==> config.mk <==
export PLATFORM = sky130hd
export DESIGN_NAME = stack_op_ctrl_flat
export DESIGN_NICKNAME = d
export VERILOG_FILES = /design/src/rtl/stack_op_ctrl_if.sv /design/src/rtl/stack_op_ctrl.sv /design/src/flat_wrapper.sv
export SDC_FILE = /design/constraint.sdc
export NUM_CORES = 1
export LEC_CHECK = 0
export ABC_AREA = 1
export CORE_MARGIN = 2
export CORE_UTILIZATION = 47
export CTS_BUF_LIST = sky130_fd_sc_hd__clkbuf_16
export CTS_CLUSTER_DIAMETER = 100
export DETAILED_ROUTE_END_ITERATION = 8
export PLACE_DENSITY = 0.8
export SLEW_MARGIN = 20
export SYNTH_ARGS = -nofsm -noshare
export SYNTH_HDL_FRONTEND = slang
export SYNTH_SLANG_ARGS = --single-unit
==> constraint.sdc <==
create_clock -name clock -period 3.5 [get_ports clock]
set_input_delay 0.7 -clock clock [delete_from_list [all_inputs] [get_ports clock]]
set_output_delay 0.7 -clock clock [all_outputs]
set_load 0.01 [all_outputs]
==> src/rtl/stack_op_ctrl_if.sv <==
// ----------------------------------------------------------------------------
// stack_op_ctrl_if
// Bundles every non-clock signal of stack_op_ctrl:
//   op_valid/op_ready/op_type/op_data : operation request from the CPU control FSM
//   sp                                : current stack pointer from sp_mod
//   sp_sel/sp_data_bus/write_temp_buf : controls towards sp_mod
//   mem_addr/mem_wdata/mem_we/mem_re  : byte-wide memory request
//   mem_rdata/mem_ack                 : memory response
//   pop_data/done/err                 : operation result
// master : the surrounding system (CPU, sp_mod, memory)
// slave  : the sequencer itself
// ----------------------------------------------------------------------------
interface stack_op_ctrl_if;
    logic        op_valid;
    logic        op_ready;
    logic [1:0]  op_type;
    logic [15:0] op_data;
    logic [15:0] sp;
    logic [2:0]  sp_sel;
    logic [7:0]  sp_data_bus;
    logic        write_temp_buf;
    logic [15:0] mem_addr;
    logic [7:0]  mem_wdata;
    logic        mem_we;
    logic        mem_re;
    logic [7:0]  mem_rdata;
    logic        mem_ack;
    logic [15:0] pop_data;
    logic        done;
    logic        err;

    modport master (
        output op_valid, op_type, op_data, sp, mem_rdata, mem_ack,
        input  op_ready, sp_sel, sp_data_bus, write_temp_buf,
               mem_addr, mem_wdata, mem_we, mem_re, pop_data, done, err
    );

    modport slave (
        input  op_valid, op_type, op_data, sp, mem_rdata, mem_ack,
        output op_ready, sp_sel, sp_data_bus, write_temp_buf,
               mem_addr, mem_wdata, mem_we, mem_re, pop_data, done, err
    );
endinterface

==> src/rtl/stack_op_ctrl.sv <==
// ----------------------------------------------------------------------------
// stack_op_ctrl
// Sequencer for the stack-pointer datapath. Expands one stack operation
// (PUSH16, POP16, LD_SP_IMM16, ADD_SP_REL8) into per-cycle sp_mod controls
// and byte-wide memory accesses guarded by an ack timeout.
// Ports:
//   clock : rising-edge clock
//   reset : asynchronous, active-high; aborts any operation silently
//   bus   : stack_op_ctrl_if.slave (request, sp_mod controls, memory, result)
// ----------------------------------------------------------------------------
module stack_op_ctrl #(
    parameter int unsigned ACK_TIMEOUT     = 15,
    parameter logic [2:0]  SP_SEL_SP       = 3'd0,
    parameter logic [2:0]  SP_SEL_INCR     = 3'd1,
    parameter logic [2:0]  SP_SEL_DECR     = 3'd2,
    parameter logic [2:0]  SP_SEL_DATA_BUS = 3'd3,
    parameter logic [2:0]  SP_SEL_REL      = 3'd4
) (
    input logic           clock,
    input logic           reset,
    stack_op_ctrl_if.slave bus
);

    localparam int CNT_W = $clog2(ACK_TIMEOUT + 1);

    typedef enum logic [1:0] {
        OP_PUSH16 = 2'd0,
        OP_POP16  = 2'd1,
        OP_LD_SP  = 2'd2,
        OP_REL    = 2'd3
    } op_e;

    typedef enum logic [3:0] {
        S_IDLE, S_DEC1, S_WR_HI, S_DEC2, S_WR_LO,
        S_RD_LO, S_INC1, S_RD_HI, S_INC2,
        S_LD_LO, S_LD_HI, S_REL, S_DONE
    } state_e;

    state_e             state_q;
    logic [15:0]        op_data_q;
    logic [CNT_W-1:0]   wait_cnt_q;
    logic [7:0]         rd_lo_q;
    logic [7:0]         rd_hi_q;
    logic               op_ready_q;
    logic [2:0]         sp_sel_q;
    logic [7:0]         sp_data_bus_q;
    logic               write_temp_buf_q;
    logic [7:0]         mem_wdata_q;
    logic               mem_we_q;
    logic               mem_re_q;
    logic [15:0]        pop_data_q;
    logic               done_q;
    logic               err_q;

    // Access aborts once the full wait allowance is used up without an ack.
    logic wait_expired;
    assign wait_expired = (wait_cnt_q == CNT_W'(ACK_TIMEOUT));

    // NOTE: every register below uses non-blocking assignments so all state
    // updates of one edge see the pre-edge values, whatever their order here.
    always_ff @(posedge clock or posedge reset) begin
        if (reset) begin
            state_q          <= S_IDLE;
            op_data_q        <= '0;
            wait_cnt_q       <= '0;
            rd_lo_q          <= '0;
            rd_hi_q          <= '0;
            op_ready_q       <= 1'b1;
            sp_sel_q         <= SP_SEL_SP;
            sp_data_bus_q    <= '0;
            write_temp_buf_q <= 1'b0;
            mem_wdata_q      <= '0;
            mem_we_q         <= 1'b0;
            mem_re_q         <= 1'b0;
            pop_data_q       <= '0;
            done_q           <= 1'b0;
            err_q            <= 1'b0;
        end else begin
            // Outputs are registered for the state being entered: start from
            // the idle values and let each transition raise what it needs.
            op_ready_q       <= 1'b0;
            sp_sel_q         <= SP_SEL_SP;
            sp_data_bus_q    <= '0;
            write_temp_buf_q <= 1'b0;
            mem_wdata_q      <= '0;
            mem_we_q         <= 1'b0;
            mem_re_q         <= 1'b0;
            done_q           <= 1'b0;

            case (state_q)
                S_IDLE: begin
                    op_ready_q <= 1'b1;
                    if (bus.op_valid) begin
                        op_ready_q <= 1'b0;
                        op_data_q  <= bus.op_data;
                        err_q      <= 1'b0;
                        unique case (op_e'(bus.op_type))
                            OP_PUSH16: begin
                                state_q  <= S_DEC1;
                                sp_sel_q <= SP_SEL_DECR;
                            end
                            OP_POP16: begin
                                state_q    <= S_RD_LO;
                                mem_re_q   <= 1'b1;
                                wait_cnt_q <= '0;
                            end
                            OP_LD_SP: begin
                                state_q          <= S_LD_LO;
                                sp_data_bus_q    <= bus.op_data[7:0];
                                write_temp_buf_q <= 1'b1;
                            end
                            OP_REL: begin
                                state_q       <= S_REL;
                                sp_data_bus_q <= bus.op_data[7:0];
                                sp_sel_q      <= SP_SEL_REL;
                            end
                        endcase
                    end
                end

                // ---------------- PUSH16 ----------------
                S_DEC1: begin
                    state_q     <= S_WR_HI;
                    mem_we_q    <= 1'b1;
                    mem_wdata_q <= op_data_q[15:8];
                    wait_cnt_q  <= '0;
                end
                S_WR_HI: begin
                    if (bus.mem_ack) begin
                        state_q  <= S_DEC2;
                        sp_sel_q <= SP_SEL_DECR;
                    end else if (wait_expired) begin
                        state_q <= S_DONE;
                        done_q  <= 1'b1;
                        err_q   <= 1'b1;
                    end else begin
                        wait_cnt_q  <= wait_cnt_q + CNT_W'(1);
                        mem_we_q    <= 1'b1;
                        mem_wdata_q <= op_data_q[15:8];
                    end
                end
                S_DEC2: begin
                    state_q     <= S_WR_LO;
                    mem_we_q    <= 1'b1;
                    mem_wdata_q <= op_data_q[7:0];
                    wait_cnt_q  <= '0;
                end
                S_WR_LO: begin
                    if (bus.mem_ack) begin
                        state_q <= S_DONE;
                        done_q  <= 1'b1;
                    end else if (wait_expired) begin
                        state_q <= S_DONE;
                        done_q  <= 1'b1;
                        err_q   <= 1'b1;
                    end else begin
                        wait_cnt_q  <= wait_cnt_q + CNT_W'(1);
                        mem_we_q    <= 1'b1;
                        mem_wdata_q <= op_data_q[7:0];
                    end
                end

                // ---------------- POP16 -----------------
                S_RD_LO: begin
                    if (bus.mem_ack) begin
                        rd_lo_q  <= bus.mem_rdata;
                        state_q  <= S_INC1;
                        sp_sel_q <= SP_SEL_INCR;
                    end else if (wait_expired) begin
                        state_q <= S_DONE;
                        done_q  <= 1'b1;
                        err_q   <= 1'b1;
                    end else begin
                        wait_cnt_q <= wait_cnt_q + CNT_W'(1);
                        mem_re_q   <= 1'b1;
                    end
                end
                S_INC1: begin
                    state_q    <= S_RD_HI;
                    mem_re_q   <= 1'b1;
                    wait_cnt_q <= '0;
                end
                S_RD_HI: begin
                    if (bus.mem_ack) begin
                        rd_hi_q  <= bus.mem_rdata;
                        state_q  <= S_INC2;
                        sp_sel_q <= SP_SEL_INCR;
                    end else if (wait_expired) begin
                        state_q <= S_DONE;
                        done_q  <= 1'b1;
                        err_q   <= 1'b1;
                    end else begin
                        wait_cnt_q <= wait_cnt_q + CNT_W'(1);
                        mem_re_q   <= 1'b1;
                    end
                end
                S_INC2: begin
                    // Only a POP that completed both reads reaches here, so
                    // pop_data never reflects a timed-out access.
                    state_q    <= S_DONE;
                    done_q     <= 1'b1;
                    pop_data_q <= {rd_hi_q, rd_lo_q};
                end

                // ---------------- LD_SP_IMM16 -----------
                S_LD_LO: begin
                    // Low byte was parked in sp_mod's temp buffer last cycle;
                    // the high byte on data_bus now completes the load.
                    state_q       <= S_LD_HI;
                    sp_data_bus_q <= op_data_q[15:8];
                    sp_sel_q      <= SP_SEL_DATA_BUS;
                end
                S_LD_HI: begin
                    state_q <= S_DONE;
                    done_q  <= 1'b1;
                end

                // ---------------- ADD_SP_REL8 -----------
                S_REL: begin
                    state_q <= S_DONE;
                    done_q  <= 1'b1;
                end

                S_DONE: begin
                    state_q    <= S_IDLE;
                    op_ready_q <= 1'b1;
                end

                default: begin
                    state_q    <= S_IDLE;
                    op_ready_q <= 1'b1;
                end
            endcase
        end
    end

    assign bus.op_ready       = op_ready_q;
    assign bus.sp_sel         = sp_sel_q;
    assign bus.sp_data_bus    = sp_data_bus_q;
    assign bus.write_temp_buf = write_temp_buf_q;
    assign bus.mem_wdata      = mem_wdata_q;
    assign bus.mem_we         = mem_we_q;
    assign bus.mem_re         = mem_re_q;
    assign bus.pop_data       = pop_data_q;
    assign bus.done           = done_q;
    assign bus.err            = err_q;

    // The address must follow sp live: sp_mod steps sp on the same edge that
    // enters an access state, so a registered copy would be one step stale.
    assign bus.mem_addr = (mem_we_q || mem_re_q) ? bus.sp : 16'h0000;

endmodule
==> src/flat_wrapper.sv <==
// flat-port wrapper written by rule: the top's interface ports become plain ports
module stack_op_ctrl_flat 
#(
    parameter int unsigned ACK_TIMEOUT     = 15,
    parameter logic [2:0]  SP_SEL_SP       = 3'd0,
    parameter logic [2:0]  SP_SEL_INCR     = 3'd1,
    parameter logic [2:0]  SP_SEL_DECR     = 3'd2,
    parameter logic [2:0]  SP_SEL_DATA_BUS = 3'd3,
    parameter logic [2:0]  SP_SEL_REL      = 3'd4
)
  (clock, reset, bus_op_valid, bus_op_type, bus_op_data, bus_sp, bus_mem_rdata, bus_mem_ack, bus_op_ready, bus_sp_sel, bus_sp_data_bus, bus_write_temp_buf, bus_mem_addr, bus_mem_wdata, bus_mem_we, bus_mem_re, bus_pop_data, bus_done, bus_err);
  stack_op_ctrl_if bus_i ();
  input logic clock;
  input logic reset;
  input wire logic [$bits(bus_i.op_valid)-1:0] bus_op_valid;
  input wire logic [$bits(bus_i.op_type)-1:0] bus_op_type;
  input wire logic [$bits(bus_i.op_data)-1:0] bus_op_data;
  input wire logic [$bits(bus_i.sp)-1:0] bus_sp;
  input wire logic [$bits(bus_i.mem_rdata)-1:0] bus_mem_rdata;
  input wire logic [$bits(bus_i.mem_ack)-1:0] bus_mem_ack;
  output wire logic [$bits(bus_i.op_ready)-1:0] bus_op_ready;
  output wire logic [$bits(bus_i.sp_sel)-1:0] bus_sp_sel;
  output wire logic [$bits(bus_i.sp_data_bus)-1:0] bus_sp_data_bus;
  output wire logic [$bits(bus_i.write_temp_buf)-1:0] bus_write_temp_buf;
  output wire logic [$bits(bus_i.mem_addr)-1:0] bus_mem_addr;
  output wire logic [$bits(bus_i.mem_wdata)-1:0] bus_mem_wdata;
  output wire logic [$bits(bus_i.mem_we)-1:0] bus_mem_we;
  output wire logic [$bits(bus_i.mem_re)-1:0] bus_mem_re;
  output wire logic [$bits(bus_i.pop_data)-1:0] bus_pop_data;
  output wire logic [$bits(bus_i.done)-1:0] bus_done;
  output wire logic [$bits(bus_i.err)-1:0] bus_err;
  assign bus_i.op_valid = bus_op_valid;
  assign bus_i.op_type = bus_op_type;
  assign bus_i.op_data = bus_op_data;
  assign bus_i.sp = bus_sp;
  assign bus_i.mem_rdata = bus_mem_rdata;
  assign bus_i.mem_ack = bus_mem_ack;
  assign bus_op_ready = bus_i.op_ready;
  assign bus_sp_sel = bus_i.sp_sel;
  assign bus_sp_data_bus = bus_i.sp_data_bus;
  assign bus_write_temp_buf = bus_i.write_temp_buf;
  assign bus_mem_addr = bus_i.mem_addr;
  assign bus_mem_wdata = bus_i.mem_wdata;
  assign bus_mem_we = bus_i.mem_we;
  assign bus_mem_re = bus_i.mem_re;
  assign bus_pop_data = bus_i.pop_data;
  assign bus_done = bus_i.done;
  assign bus_err = bus_i.err;
  stack_op_ctrl #(.ACK_TIMEOUT(ACK_TIMEOUT), .SP_SEL_SP(SP_SEL_SP), .SP_SEL_INCR(SP_SEL_INCR), .SP_SEL_DECR(SP_SEL_DECR), .SP_SEL_DATA_BUS(SP_SEL_DATA_BUS), .SP_SEL_REL(SP_SEL_REL)) u_core (.clock(clock), .reset(reset), .bus(bus_i));
endmodule
## After elaboration in Yosys (flattened, before gate mapping)

Index checks and enable logic that the tools add are counted.

| operators by class | value |
|---|---|
| $add $sub $neg | 1 |
| $mul | 0 |
| div/mod/pow operators | 0 |
| magnitude comparators | 0 |
| eq/ne operators | 20 |
| shifts and indexed selects | 0 |
| multiplexer cells | 46 |
| bitwise logic cells | 0 |
| reductions and logical operators | 19 |

Operators with widths:

| operator | number |
|---|---|
| $mux 8 | 6 |
| $mux 4 | 10 |
| $pmux 4 s10 | 1 |
| $pmux 8 s4 | 1 |
| $eq 4x4->1 const B | 5 |
| $eq 4x3->1 const B | 4 |
| $mux 16 | 1 |
| $pmux 4 s4 | 1 |
| $pmux 8 s2 | 1 |
| $mux 1 | 15 |
| $pmux 3 s4 | 1 |
| $pmux 4 s3 | 1 |
| $reduce_or 11->1 | 1 |
| $reduce_or 3->1 | 3 |
| $eq 4x2->1 const B | 2 |
| $ne 2x2->1 const B | 4 |
| $reduce_or 2->1 | 4 |
| $pmux 1 s2 | 3 |
| $pmux 1 s3 | 2 |
| $pmux 3 s2 | 1 |
| $reduce_and 2->1 | 3 |
| $reduce_and 5->1 | 1 |
| $add 4x1->4 const B | 1 |
| $eq 2x2->1 const B | 2 |
| other kinds (12) | 12 |

| storage, ports and cells | value |
|---|---|
| register bits | 81 |
| latch bits | 0 |
| RAM bits | 0 |
| memory bits (read-only) | 0 |
| bits of input ports | 46 |
| output and inout bits | 57 |
| word-level logic and storage cells | 101 |
| memories kept | 0 |

## Longest topological paths before layout

| logic depth | value |
|---|---|
| depth after elaboration | 5 |
| depth in mapped cells | 8 |
| depth with buffers taken out | 8 |

## Worst setup path after synthesis

OpenSTA, ideal clock, no wires.

| timing path | value |
|---|---|
| kind | register to output |
| start | register u_core.mem_re_q, in the netlist u_core.bus.mem_re |
| end | output port bus_mem_addr[10] |
| data arrival time | 1.101 ns |
| data required time | 2.800 ns |
| path slack | 1.699 ns |
| stages on the path, launching flop included | 4 |
| path buffers | 1 |
| cell sequence | dfrtp_1 -> nor2_1 -> clkbuf_1 -> nor2_1 |

| on the way | value |
|---|---|
| word-level cells in the longest chain between the ends | 2 |

RTL lines:

| what | line | source |
|---|---|---|
| start: declaration | stack_op_ctrl.sv:50 | `logic mem_re_q;` |
| start signal: assignment | stack_op_ctrl.sv:74 | `mem_re_q <= 1'b0;` |
| start signal: assignment | stack_op_ctrl.sv:87 | `mem_re_q <= 1'b0;` |
| start signal: assignment | stack_op_ctrl.sv:104 | `mem_re_q <= 1'b1;` |
| $logic_or 1x1->1 | stack_op_ctrl.sv:250 | `assign bus.mem_addr = (mem_we_q \|\| mem_re_q) ? bus.sp : 16'h0000;` |
| $mux 16 | stack_op_ctrl.sv:250 |  |
| end: declaration | flat_wrapper.sv:25 | `output wire logic [$bits(bus_i.mem_addr)-1:0] bus_mem_addr;` |

No other way between the ends.

## Worst setup path in the final report

| timing path | value |
|---|---|
| start | register u_core.mem_re_q, in the netlist u_core.bus.mem_re |
| end | output port bus_mem_addr[5] |

Same word-level chain as after synthesis.

==> impl_results.md <==
* Fmax achieved at between 0.3 and 0.4 GHz
* Io pins at around 100
* I/O Buffers at 102
* Clk sinks at 81
* Hold buffers post-CTS at 0
* Via count at 2792
* Setup Slack @ Placement at approximately 0.9 ns
* Number of enable flip-flop cells after synthesis at 0
* Cells after synthesis at around 360
* Initial core utilization at 0.479
* CORE AREA at 7140 um2
* Die H at 89.3 um
* Slew Viols, Final at 0
* GPL Wtd Cong at 0.882
* Worst Hold Class: reg -> reg
* Syn_nets at 409
* HPWL after DPL at 5560 um
* DRC violations left at 0
* Nets at 515
* Drt pass-1 iters at 4
* Relative slew slack at 0.398
* FF/Latch Area at 2030 um2
* Max-Cap Viols at 0
* Seq cells post-synth at 81
* Top FF cell, synth: dfrtp_1
* Final WL at 7640 um
* RSZ-0062 raised after global routing: false
* Status: finished clean
* CP Capture Type: output port
* Synth cell types at 30
* Clk_skew at 0.00536 ns
* Hold Vio Cnt, Final at 0
* Ant. Diodes at 0
* Pwr Density at 765 nW/um2
* Biggest area consumer among synthesized cells: dfrtp_1
* Syn. warnings at 0
* Ranking of synthesized cells by area: dfrtp_1, nand2_1, inv_1, nor2_1, mux2_1
* CP startpoint kind: flop
* Setup WS post-layout at approximately 0.75 ns
* Pin count of the biggest net entering global routing at 46
* Tcrit/Tclk final at 0.787
* Fillers at 566
* Layout area overhead at 40.9%
* Most common cell in the netlist: dfrtp_1
* Initial antenna violation count at 0
* Antenna-violating nets left at 0
* Post-CTS Repair Setup Buffers at 0
* Placed Area at 4540 um2
* Register area share after synthesis at 0.593
* TritonCTS Buffers at 9
* CTS HTree Levels at 3
* Setup violations, final at 0
* Vias in the first global route at approximately 2600
* Least-Margin Pin Slew at 0.899 ns
* Critical path class: reg -> out
* Post-layout min period at 2.75 ns
* VDD IR max at between 0.0003 and 0.0004 V
* GRT Util Overall at 0.200
* Top cells by count, synth: dfrtp_1, nand2_1, inv_1
* Crit path max fanout at 16
* Die X at 89.3 um
* Rows at 31
* Flop-to-flop setup slack at 1.55 ns
* Tightest hold margin at 0.477 ns
* Max Root-Sink Buffers at 2
* Mapped Area at around 3400 um2
* Drt via density at 4.88
* Die area at 7980 um2
* Global-route wire length before repair at 12100 um
* Footprint of the multi-input gates at 1120 um2
* Detailed Route Iter0 Violations at approximately 180
* Worst-path clk slew at 0.06 ns
* Avg Cell Area, Syn at 9.45 um2
* Post-route setup TNS at 0 ns
* Required @ worst endpoint at 2.80 ns
* P_leak at approximately 2.3 nW
* Ratio of cells with drive above 1 in the final layout at 0.0867
* Skew-Pair Late Insertion Delay at 0.33 ns
* Synth top area share at 0.585
* Post-CTS Resized at 0
* GR Overflow Total at 0
* CTS tree: yes
* Arr. time, crit path at 2.05 ns
* Async set-reset flop share out of synthesis at 1.00
* Avg WL per Cell at about 13 um
* Cell area after layout at ~4800 um2
* Clk root buf: clkbuf_16
==> power by group <==
part           switching, mW  internal (mW)
clock network          0.379          0.486
logic                  0.755          0.642
registers              0.159           1.27
total                   1.29           2.39
==> state kept, by name, indices dropped and copies added (netlist names) <==
signal                     flops
u_core.bus.done                1
u_core.bus.err                 1
u_core.bus.mem_re              1
u_core.bus.mem_wdata           8
u_core.bus.mem_we              1
u_core.bus.op_ready            1
u_core.bus.pop_data           16
u_core.bus.sp_data_bus         8
u_core.bus.sp_sel              3
u_core.bus.write_temp_buf      1
u_core.op_data_q              16
u_core.rd_hi_q                 8
u_core.rd_lo_q                 8
u_core.state_q                 4
u_core.wait_cnt_q              4
==> cell type report <==
class                      count  share of cell area
tap                           99              0.0257
inverter                      59              0.0460
timing repair buffer         103               0.216
sequential                    81               0.421
clock inverter                 7              0.0112
multi-input combinational    214               0.233
clock buffer                   9              0.0467
==> routing by layer <==
metal | track usage | part of all wire | vias to the layer above | wire length (um)
met4 | 0.0746 | 0.019 | 0 | 149
li1 | - | - | 1375 | -
met1 | 0.249 | 0.43 | 1321 | 3250
met5 | 0 | 0 | - | 0
met3 | 0.0471 | 0.063 | 13 | 479
met2 | 0.342 | 0.49 | 83 | 3760
==> critical path: stages, from the launching register on <==
cell and delay [ns]:
dfrtp_1 0.39, nor2_1 0.70, nor2_1 0.11, clkdlybuf4s50_1 0.52
==> worst paths after layout <==
path                                                     from                            endpoint  cells past startpoint
worst max-delay path              u_core.bus.mem_re$_DFF_PP0_                     bus_mem_addr[5]                      3
worst min-delay path            u_core.rd_lo_q[3]$_DFFE_PP0P_  u_core.bus.pop_data[3]$_DFFE_PP0P_                      1
worst max register to register  u_core.state_q[0]$_DFFE_PP0N_          u_core.bus.err$_DFFE_PP0P_                      5
worst min register to register  u_core.rd_lo_q[3]$_DFFE_PP0P_  u_core.bus.pop_data[3]$_DFFE_PP0P_                      1
max in group asynchronous                               reset       u_core.bus.op_ready$_DFF_PP1_                      3
min in group asynchronous                               reset  u_core.bus.pop_data[9]$_DFFE_PP0P_                      2
==> per-stage QoR <==
stage	std cells	utilization	power (mW)
3_3_place_gp	556	0.636	2.79
6_report	572	0.675	3.69
2_1_floorplan	362	-	2.24
4_1_cts	572	0.675	3.71
3_5_place_dp	556	0.636	2.84
5_1_grt	572	0.675	3.94
==> kinds of logic after synthesis <==
kind of cell    after synthesis  synth area share
simple gates                128             0.161
xor+xnor                      1           0.00256
buf+inv                      67            0.0783
mux                          16            0.0527
compound gates               68             0.109
flops                        81             0.593
fa+ha+maj                     1           0.00366
==> layout by cell type (no fill, tap or decap), types with 3 or more instances in the layout <==
cell               n
clkdlybuf4s50_1  102
o21ai_1           20
nor2_4             4
dfrtp_1           80
o21ai_0           20
inv_2              5
mux2_2             6
inv_1             54
clkbuf_16          9
mux2_1            10
nand3_1            8
o22ai_1           18
nand2_2            4
nor2_1            34
nand2_1           71
inv_6              3
a21oi_1            6
(Power assumes the default switching activity.)
